`config.mk`:
```
export PLATFORM = sky130hd
export DESIGN_NAME = pc_ctrl
export DESIGN_NICKNAME = d
export VERILOG_FILES = /design/src/rtl/pc_ctrl.sv
export SDC_FILE = /design/constraint.sdc
export NUM_CORES = 1
export LEC_CHECK = 0
export BUFFER_PORTS_ARGS = -buffer_cell sky130_fd_sc_hd__buf_2
export CORE_MARGIN = 1.5
export CORE_UTILIZATION = 43
export CTS_BUF_LIST = sky130_fd_sc_hd__clkbuf_8
export CTS_CLUSTER_DIAMETER = 80
export CTS_CLUSTER_SIZE = 20
export DETAILED_ROUTE_END_ITERATION = 10
export GPL_ROUTABILITY_DRIVEN = 0
export PLACE_DENSITY = 0.79
export RECOVER_POWER = 25
export SETUP_SLACK_MARGIN = 0.05
export SLEW_MARGIN = 0
export SYNTH_ARGS = -nofsm -noshare
export SYNTH_HDL_FRONTEND = slang
export SYNTH_SLANG_ARGS = --single-unit
export TNS_END_PERCENT = 10
```
`constraint.sdc`:
```
create_clock -name i_clk -period 6.6 [get_ports i_clk]
set_clock_uncertainty 0.05 [all_clocks]
set_input_delay 1.32 -clock i_clk [delete_from_list [all_inputs] [get_ports i_clk]]
set_output_delay 1.32 -clock i_clk [all_outputs]
set_load 0.005 [all_outputs]
```
`src/rtl/pc_ctrl.sv`:
```
// Program-counter controller for the IF stage: prioritised redirect, single-step debug mode,
// halt back to the reset vector and a saturating count of PC updates since the last start.
module pc_ctrl #(
  parameter int unsigned            PC_SIZE      = 32,
  parameter logic [PC_SIZE-1:0]     RESET_VECTOR = '0,
  parameter int unsigned            PC_STEP      = 4,
  parameter int unsigned            COUNT_SIZE   = 16
) (
  input  logic                  i_clk,
  input  logic                  i_reset,
  input  logic                  i_start,
  input  logic                  i_halt,
  input  logic                  i_step_mode,
  input  logic                  i_step,
  input  logic                  i_enable,
  input  logic                  i_not_load,
  input  logic                  i_exc_valid,
  input  logic [PC_SIZE-1:0]    i_exc_pc,
  input  logic                  i_jmp_valid,
  input  logic [PC_SIZE-1:0]    i_jmp_pc,
  output logic [PC_SIZE-1:0]    o_pc,
  output logic [PC_SIZE-1:0]    o_pc_seq,
  output logic [COUNT_SIZE-1:0] o_count,
  output logic                  o_running,
  output logic                  o_halted
);

  localparam logic [PC_SIZE-1:0]    StepW    = PC_SIZE'(PC_STEP);
  localparam logic [COUNT_SIZE-1:0] CountMax = '1;

  typedef enum logic [1:0] {StIdle, StRun, StStepWait, StHalted} state_e;

  state_e                r_state, w_state_next;
  logic [PC_SIZE-1:0]    r_pc, w_pc_next, w_target;
  logic [COUNT_SIZE-1:0] r_count, w_count_next;
  logic                  w_qualify;
  state_e                w_start_state;

  assign o_pc_seq      = r_pc + StepW;
  assign w_target      = i_exc_valid ? i_exc_pc : (i_jmp_valid ? i_jmp_pc : o_pc_seq);
  assign w_start_state = i_step_mode ? StStepWait : StRun;

  // A step pulse that lands on a stalled or disabled cycle is simply lost.
  assign w_qualify = i_enable && !i_not_load &&
                     ((r_state == StRun) || ((r_state == StStepWait) && i_step));

  always_comb begin
    w_state_next = r_state;
    w_pc_next    = r_pc;
    w_count_next = r_count;
    unique case (r_state)
      StIdle: begin
        if (i_halt) begin
          w_state_next = StHalted;
        end else if (i_start) begin
          w_state_next = w_start_state;
          w_count_next = '0;
        end
      end
      StRun, StStepWait: begin
        if (i_halt) begin
          w_state_next = StHalted;
          w_pc_next    = RESET_VECTOR;
        end else if (w_qualify) begin
          w_pc_next = w_target;
          if (r_count != CountMax) w_count_next = r_count + 1'b1;
        end
      end
      StHalted: begin
        w_pc_next = RESET_VECTOR;
        if (i_start && !i_halt) begin
          w_state_next = w_start_state;
          w_count_next = '0;
        end
      end
      default: w_state_next = StIdle;
    endcase
  end

  always_ff @(posedge i_clk) begin
    if (i_reset) begin
      r_state <= StIdle;
      r_pc    <= RESET_VECTOR;
      r_count <= '0;
    end else begin
      r_state <= w_state_next;
      r_pc    <= w_pc_next;
      r_count <= w_count_next;
    end
  end

  assign o_pc      = r_pc;
  assign o_count   = r_count;
  assign o_running = (r_state == StRun) || (r_state == StStepWait);
  assign o_halted  = (r_state == StHalted);

endmodule

```
==> flow_summary.yaml, run 1 <==
detailed_routing:
  firstDrtPassIters: 6
  drc: 0
  ant_nets: 0
  drt_iter0_drc: 385
  post_drt_wl_per_cell_um: 17.1
  drt_wl_total_um: 12200
  dr_total_vias: 4334
  vias_per_cell: 6.07
timing:
  whs_ns: 0.440
  setup_viol: 0
  tightest_slew_ns: 1.26
  max_freq_mhz: 265
  finalHoldViolCount: 0
  drv_slew: 0
  max_slew_margin: 0.159
  finalSetupTns_ns: 0
  grt_setup_unrepaired: "false"
  layout_min_cycle_time_ns: 3.77
  period_share: 0.572
global_route:
  grt_max_degree: 43
  gr-usage-met1: 0.318
  grt_util_all_layers: 0.247
  antenna_found_initial: 0
  grt_pass1_wl_um: 19400
  grt_pass1_vias: 3865
  use_met2: 0.407
  grt-busiest-layer: "met2"
  met3_usage: 0.0448
  overflow: 0
worst_hold_path:
  hold_start: "o_count[15]"
  hold_end: "o_count[15]"
  worstHoldPathCells: 2
  hold_class: "register to register"
synthesis:
  synth_top_family_by_area: "simple AND/OR/NAND/NOR gates"
  synth-xor-area-share: 0.0603
  synth_compound_area_frac: 0.253
  yosys_register_bits: 50
  synth-main-ff-cell: "dfxtp_1"
  ys.warnings.count: 0
  syn-num-nets: 562
  synthArstFlopShare: 0
  synth-edff-count: 0
  netlist_area_um2: 3770
  synth_mux_area_frac: 0.0318
  yosysSeqAreaShare: 0.265
  synthAdderAreaFrac: 0.0265
  synth_cells: 480
  synthDistinctLibCells: 71
  synthSimpleGateAreaFrac: 0.294
  syn_avg_cell_area_um2: 7.86
floorplanning:
  die_h_um: 96.7
  design.core.area_um2: 8340
  start_util: 0.452
  die_w_um: 96.7
  dieArea_um2: 9350
  ios: 156
  fp-row-count: 33
clock_tree:
  htree_levels: 2
  clk_root_buffer_cell: "clkbuf_8"
  clockBufferDepth: 2
  path_clk_slew_ns: 0.09
  cts_setup_buffers: 0
  cts_sinks: 50
  cts-hold-fix-buffers: 0
  clock_latency_ns: 0.30
  cts_tree: "built"
  post_cts_resized: 0
  cts_buffers: 5
final_layout:
  drive_gt1_frac: 0.296
  area_growth_pct: 20.7
  nets: 692
  antenna_cells: 0
  utilization: 0.546
  fin_area_um2: 4560
setup_path:
  timing.rr.start: "r_state[0]"
  crit_path_start_kind: "register"
  reg2reg_depth: 7
  reg2reg_slack_ns: 3.61
  rr_endpoint: "o_pc[9]"
  path_class: "register to output port"
  cp-end-kind: "output port"
  required_ns: 5.23
  cp_max_fo: 9
  cp_data_arrival_time_ns: 2.40
run_status:
  status: "finished, final reports clean"
place:
  dpl-instance-area_um2: 4480
  port_buffers: 155
  hpwl_um: 9060
power:
  peakVddDrop_v: 0.000128
  fin_total_pwr_mw: 0.916
  p_per_area_nw_per_um2: 201
  power.leakage_nw: 2.00
run:
  drv_cap: 0
==> layout by cell type, fill, tap and decap left out, types with 11 or more instances in the layout <==
master   count
or3_1       12
mux2i_1     12
nand4_1     20
dfxtp_1     50
a21oi_1     31
xnor2_1     15
nor3_1      12
nor2_1      23
xor2_1      11
buf_2      147
nand3_1     20
inv_1       13
o21ai_0     31
nand2_1     52
a22o_1      14
==> area by class of cell <==
class	instances	area (µm²)
clock buffer	6	82.6
fill	816	3780
inverter	13	48.8
multi-input combinational	383	2510
sequential	50	1000
tap	105	131
timing repair buffer	157	781
==> critical path, cell delays in order (launching register included) <==
cell and delay, ns:
dfxtp_1 0.50, nand4_1 0.27, nor4_4 0.62, nand4_1 0.28, xnor2_1 0.27, buf_2 0.16
==> flip-flops by register name, summed over array words and instances (netlist names) <==
register and count:
r_state 2, o_count 16, o_pc 32
==> report_power, final <==
| group | internal, mW | leakage [nW] | switching [mW] |
|---|---|---|---|
| clock network | 0.0813 | 0.0431 | 0.102 |
| registers | 0.315 | 0.403 | 0.0163 |
| logic | 0.139 | 1.55 | 0.262 |
==> per-layer routing <==
metal / share of wire / up-vias
met4: 0.031 / 0
met2: 0.47 / 249
li1: - / 2061
met3: 0.088 / 34
met1: 0.41 / 1990
met5: 0 / -
==> through the flow <==
step	setup slack, ns	cells
2_1_floorplan	3.68	480
3_3_place_gp	3.21	708
3_5_place_dp	3.11	708
4_1_cts	2.88	714
5_1_grt	2.67	714
6_report	2.83	714
==> cell usage after synthesis, types with 4 or more instances <==
master	instances	area share
a211oi_1	5	0.0099
a21oi_1	31	0.041
a221oi_1	5	0.012
a22o_1	14	0.032
a22oi_1	6	0.012
a31oi_1	8	0.013
a32oi_1	5	0.012
and2_1	7	0.012
and3_1	5	0.0083
and4_1	7	0.016
buf_2	5	0.0066
buf_4	4	0.0080
clkbuf_1	18	0.018
clkbuf_8	5	0.018
dfxtp_1	50	0.27
ha_1	8	0.027
inv_1	13	0.013
mux2i_1	12	0.032
nand2_1	52	0.052
nand3_1	20	0.027
nand4_1	20	0.033
nor2_1	23	0.023
nor3_1	12	0.016
o211ai_1	5	0.0099
o21ai_0	31	0.041
or2_2	6	0.0099
or3_1	12	0.020
or4_1	7	0.014
xnor2_1	15	0.035
xor2_1	11	0.026
==> cell families (layout without fill, tap and decap cells) <==
kind of cell,after synthesis,in the layout
AO/OA/AOI/OAI,141,141
buffers and inverters,47,176
flip-flops,50,50
adder cells (fa/ha/maj),8,8
XOR/XNOR,26,26
AND/OR/NAND/NOR,196,196
multiplexers,12,12
==> worst max path at each step <==
stage	to	slack, ns	startpoint
floorplan	o_pc_seq[30]	3.68	o_pc[14]
global route	o_pc_seq[20]	2.67	o_pc[2]
global placement	o_pc[31]	3.21	i_halt
CTS	o_pc_seq[30]	2.88	o_pc[14]
finish	o_pc_seq[30]	2.83	o_pc[14]
detailed placement	o_count[13]	3.11	i_not_load
Power figures use the tool's default switching activity.
==> run 2, diff against run 1 <==
--- a/config.mk
+++ b/config.mk
@@ -13,7 +13,7 @@
 export CTS_CLUSTER_SIZE = 20
 export DETAILED_ROUTE_END_ITERATION = 10
 export GPL_ROUTABILITY_DRIVEN = 0
-export PLACE_DENSITY = 0.79
+export PLACE_DENSITY = 0.82
 export RECOVER_POWER = 25
 export SETUP_SLACK_MARGIN = 0.05
 export SLEW_MARGIN = 0
==> constraint.sdc (replaced) <==
create_clock -name i_clk -period 3.37 [get_ports i_clk]
set_clock_uncertainty 0.05 [all_clocks]
set_input_delay 0.674 -clock i_clk [delete_from_list [all_inputs] [get_ports i_clk]]
set_output_delay 0.674 -clock i_clk [all_outputs]
set_load 0.005 [all_outputs]
==> run 2 against run 1 <==
  * Non-clock buffer count up 4
  * Cell area grew 0.74%
  * Die area did not move
  * Setup slack got worse by 2.6 ns
  * Sequential power increased by 96%
  * Total power is 99% higher
  * Register-to-register slack worse by 2.9 ns
  * Hold slack better by 0.0068 ns
  * Wire length rose by 0.71%
  * Sequential cell count did not move
  * Clock power up 100%
  * Clock-buffer cell count unchanged
==> flow_summary.yaml, run 2 (synthesis gave the netlist of run 1 again) <==
final_layout:
  n_fill_cell: 815
  drive_gt1_frac: 0.294
  final_common_cell: "buf_2"
  final_cell_mix: "buf_2 (143), nand2_1 (52), dfxtp_1 (50)"
  nets: 696
  regArea_um2: 1000
  multi_input_area_um2: 2510
  antenna_cells: 0
  fin_area_um2: 4590
  largest_reg_flops: 32
  area_growth_pct: 21.6
detailed_routing:
  top_layer_used: "met4"
  firstDrtPassIters: 7
  wl_met3_um: 1010
  vias_per_cell: 6.02
  drc: 0
  wl_met2_um: 5820
  drt_wl_total_um: 12300
  drt_iter0_drc: 305
  dr_total_vias: 4335
  post_drt_wl_per_cell_um: 17.1
  ant_nets: 0
  drt-met1-wl_um: 5120
setup_path:
  crit_path_start_kind: "register"
  required_ns: 2.65
  cp-end-kind: "output port"
  cpPeakStageDelay_ns: 0.63
  reg2reg_depth: 7
  cp_data_arrival_time_ns: 2.43
  worstPathCellList: "ha_1, nand3_1, nor3_1, nand4_1, xnor2_1, buf_2"
  cp_max_fo: 9
  path_class: "register to output port"
  reg2reg_slack_ns: 0.74
  crit_slowest_cell: "nor3_1"
floorplanning:
  die_h_um: 96.7
  die_w_um: 96.7
  fp-row-count: 33
  start_util: 0.452
  ios: 156
  dieArea_um2: 9350
  design.core.area_um2: 8340
clock_tree:
  cts_setup_buffers: 0
  cts_tree: "built"
  path_clk_slew_ns: 0.09
  clock_latency_ns: 0.31
  htree_levels: 2
  cts-hold-fix-buffers: 0
  cts_sinks: 50
  cts_buffers: 5
  post_cts_resized: 0
  clockBufferDepth: 2
  clk_root_buffer_cell: "clkbuf_8"
run:
  drv_cap: 0
power:
  switching_power_mw: 0.755
  power.leakage_nw: 2.01
  combPwrFrac: 0.443
  switching_share: 0.414
  seqPwrFrac: 0.356
  p_per_area_nw_per_um2: 398
  peakVddDrop_v: 0.000211
  p_int_mw: 1.07
  power_frac_clock: 0.202
place:
  post-place-ws_ns: 0.586
  hpwl_um: 9150
  dpl-instance-area_um2: 4510
  port_buffers: 155
global_route:
  grt_max_degree: 43
  grt_pass1_vias: 4186
  grt_pass1_wl_um: 20200
  grt_util_all_layers: 0.257
  antenna_found_initial: 0
  overflow: 0
timing:
  grt_setup_unrepaired: "false"
  whs_ns: 0.447
  period_share: 0.936
  setup_viol: 0
  final.setup.worst_slack_ns: 0.214
  layout_min_cycle_time_ns: 3.16
  tightest_slew_ns: 0.837
  max_freq_mhz: 317
  max_slew_margin: 0.442
  finalHoldViolCount: 0
  finalSetupTns_ns: 0
  drv_slew: 0
run_status:
  status: "finished, final reports clean"
worst_hold_path:
  worstHoldPathCells: 2
  hold_class: "register to register"
[run 2: layout make-up]
type	instances	area share
repair buffers	161	0.176
multi-input cells	383	0.547
clock inverters	2	0.00191
clock buffers	6	0.0180
inverters	13	0.0106
flip-flops and latches	50	0.218
well taps	105	0.0286
[run 2: per-stage QoR]
stage,instances,power [mW],utilization
floorplan,480,1.24,-
global placement,711,1.41,0.540
detailed placement,711,1.44,0.540
CTS,719,1.80,0.551
global route,720,1.94,0.550
finish,720,1.82,0.550
[run 2: metal layers]
| metal | vias to the layer above | GRT usage |
|---|---|---|
| met5 | - | 0 |
| met4 | 0 | 0.113 |
| li1 | 2077 | - |
| met2 | 209 | 0.429 |
| met3 | 38 | 0.0578 |
| met1 | 2011 | 0.315 |
[run 2: path summary, 6_finish.rpt]
path | to | startpoint
worst max register to register | o_pc[12] | r_state[0]
worst min register to register | o_count[13] | o_count[13]
worst max-delay path | o_pc_seq[20] | o_pc[2]
worst min-delay path | o_count[13] | o_count[13]
[run 2: power groups by stage]
stage / registers [mW] / clock network, mW / logic, mW
after floorplan: 0.655 / 0 / 0.583
after global placement: 0.659 / 0 / 0.755
after detailed placement: 0.662 / 0 / 0.773
after CTS: 0.648 / 0.376 / 0.781
after global routing: 0.653 / 0.397 / 0.889
final: 0.649 / 0.368 / 0.807
[run 2: worst max-delay path: cells and delay by family, from the launching register on]
kind          cells  cell delay, ns
buf+inv           1            0.13
flops             1            0.52
xor+xnor          1            0.17
fa+ha+maj         1            0.20
simple gates      3            1.11
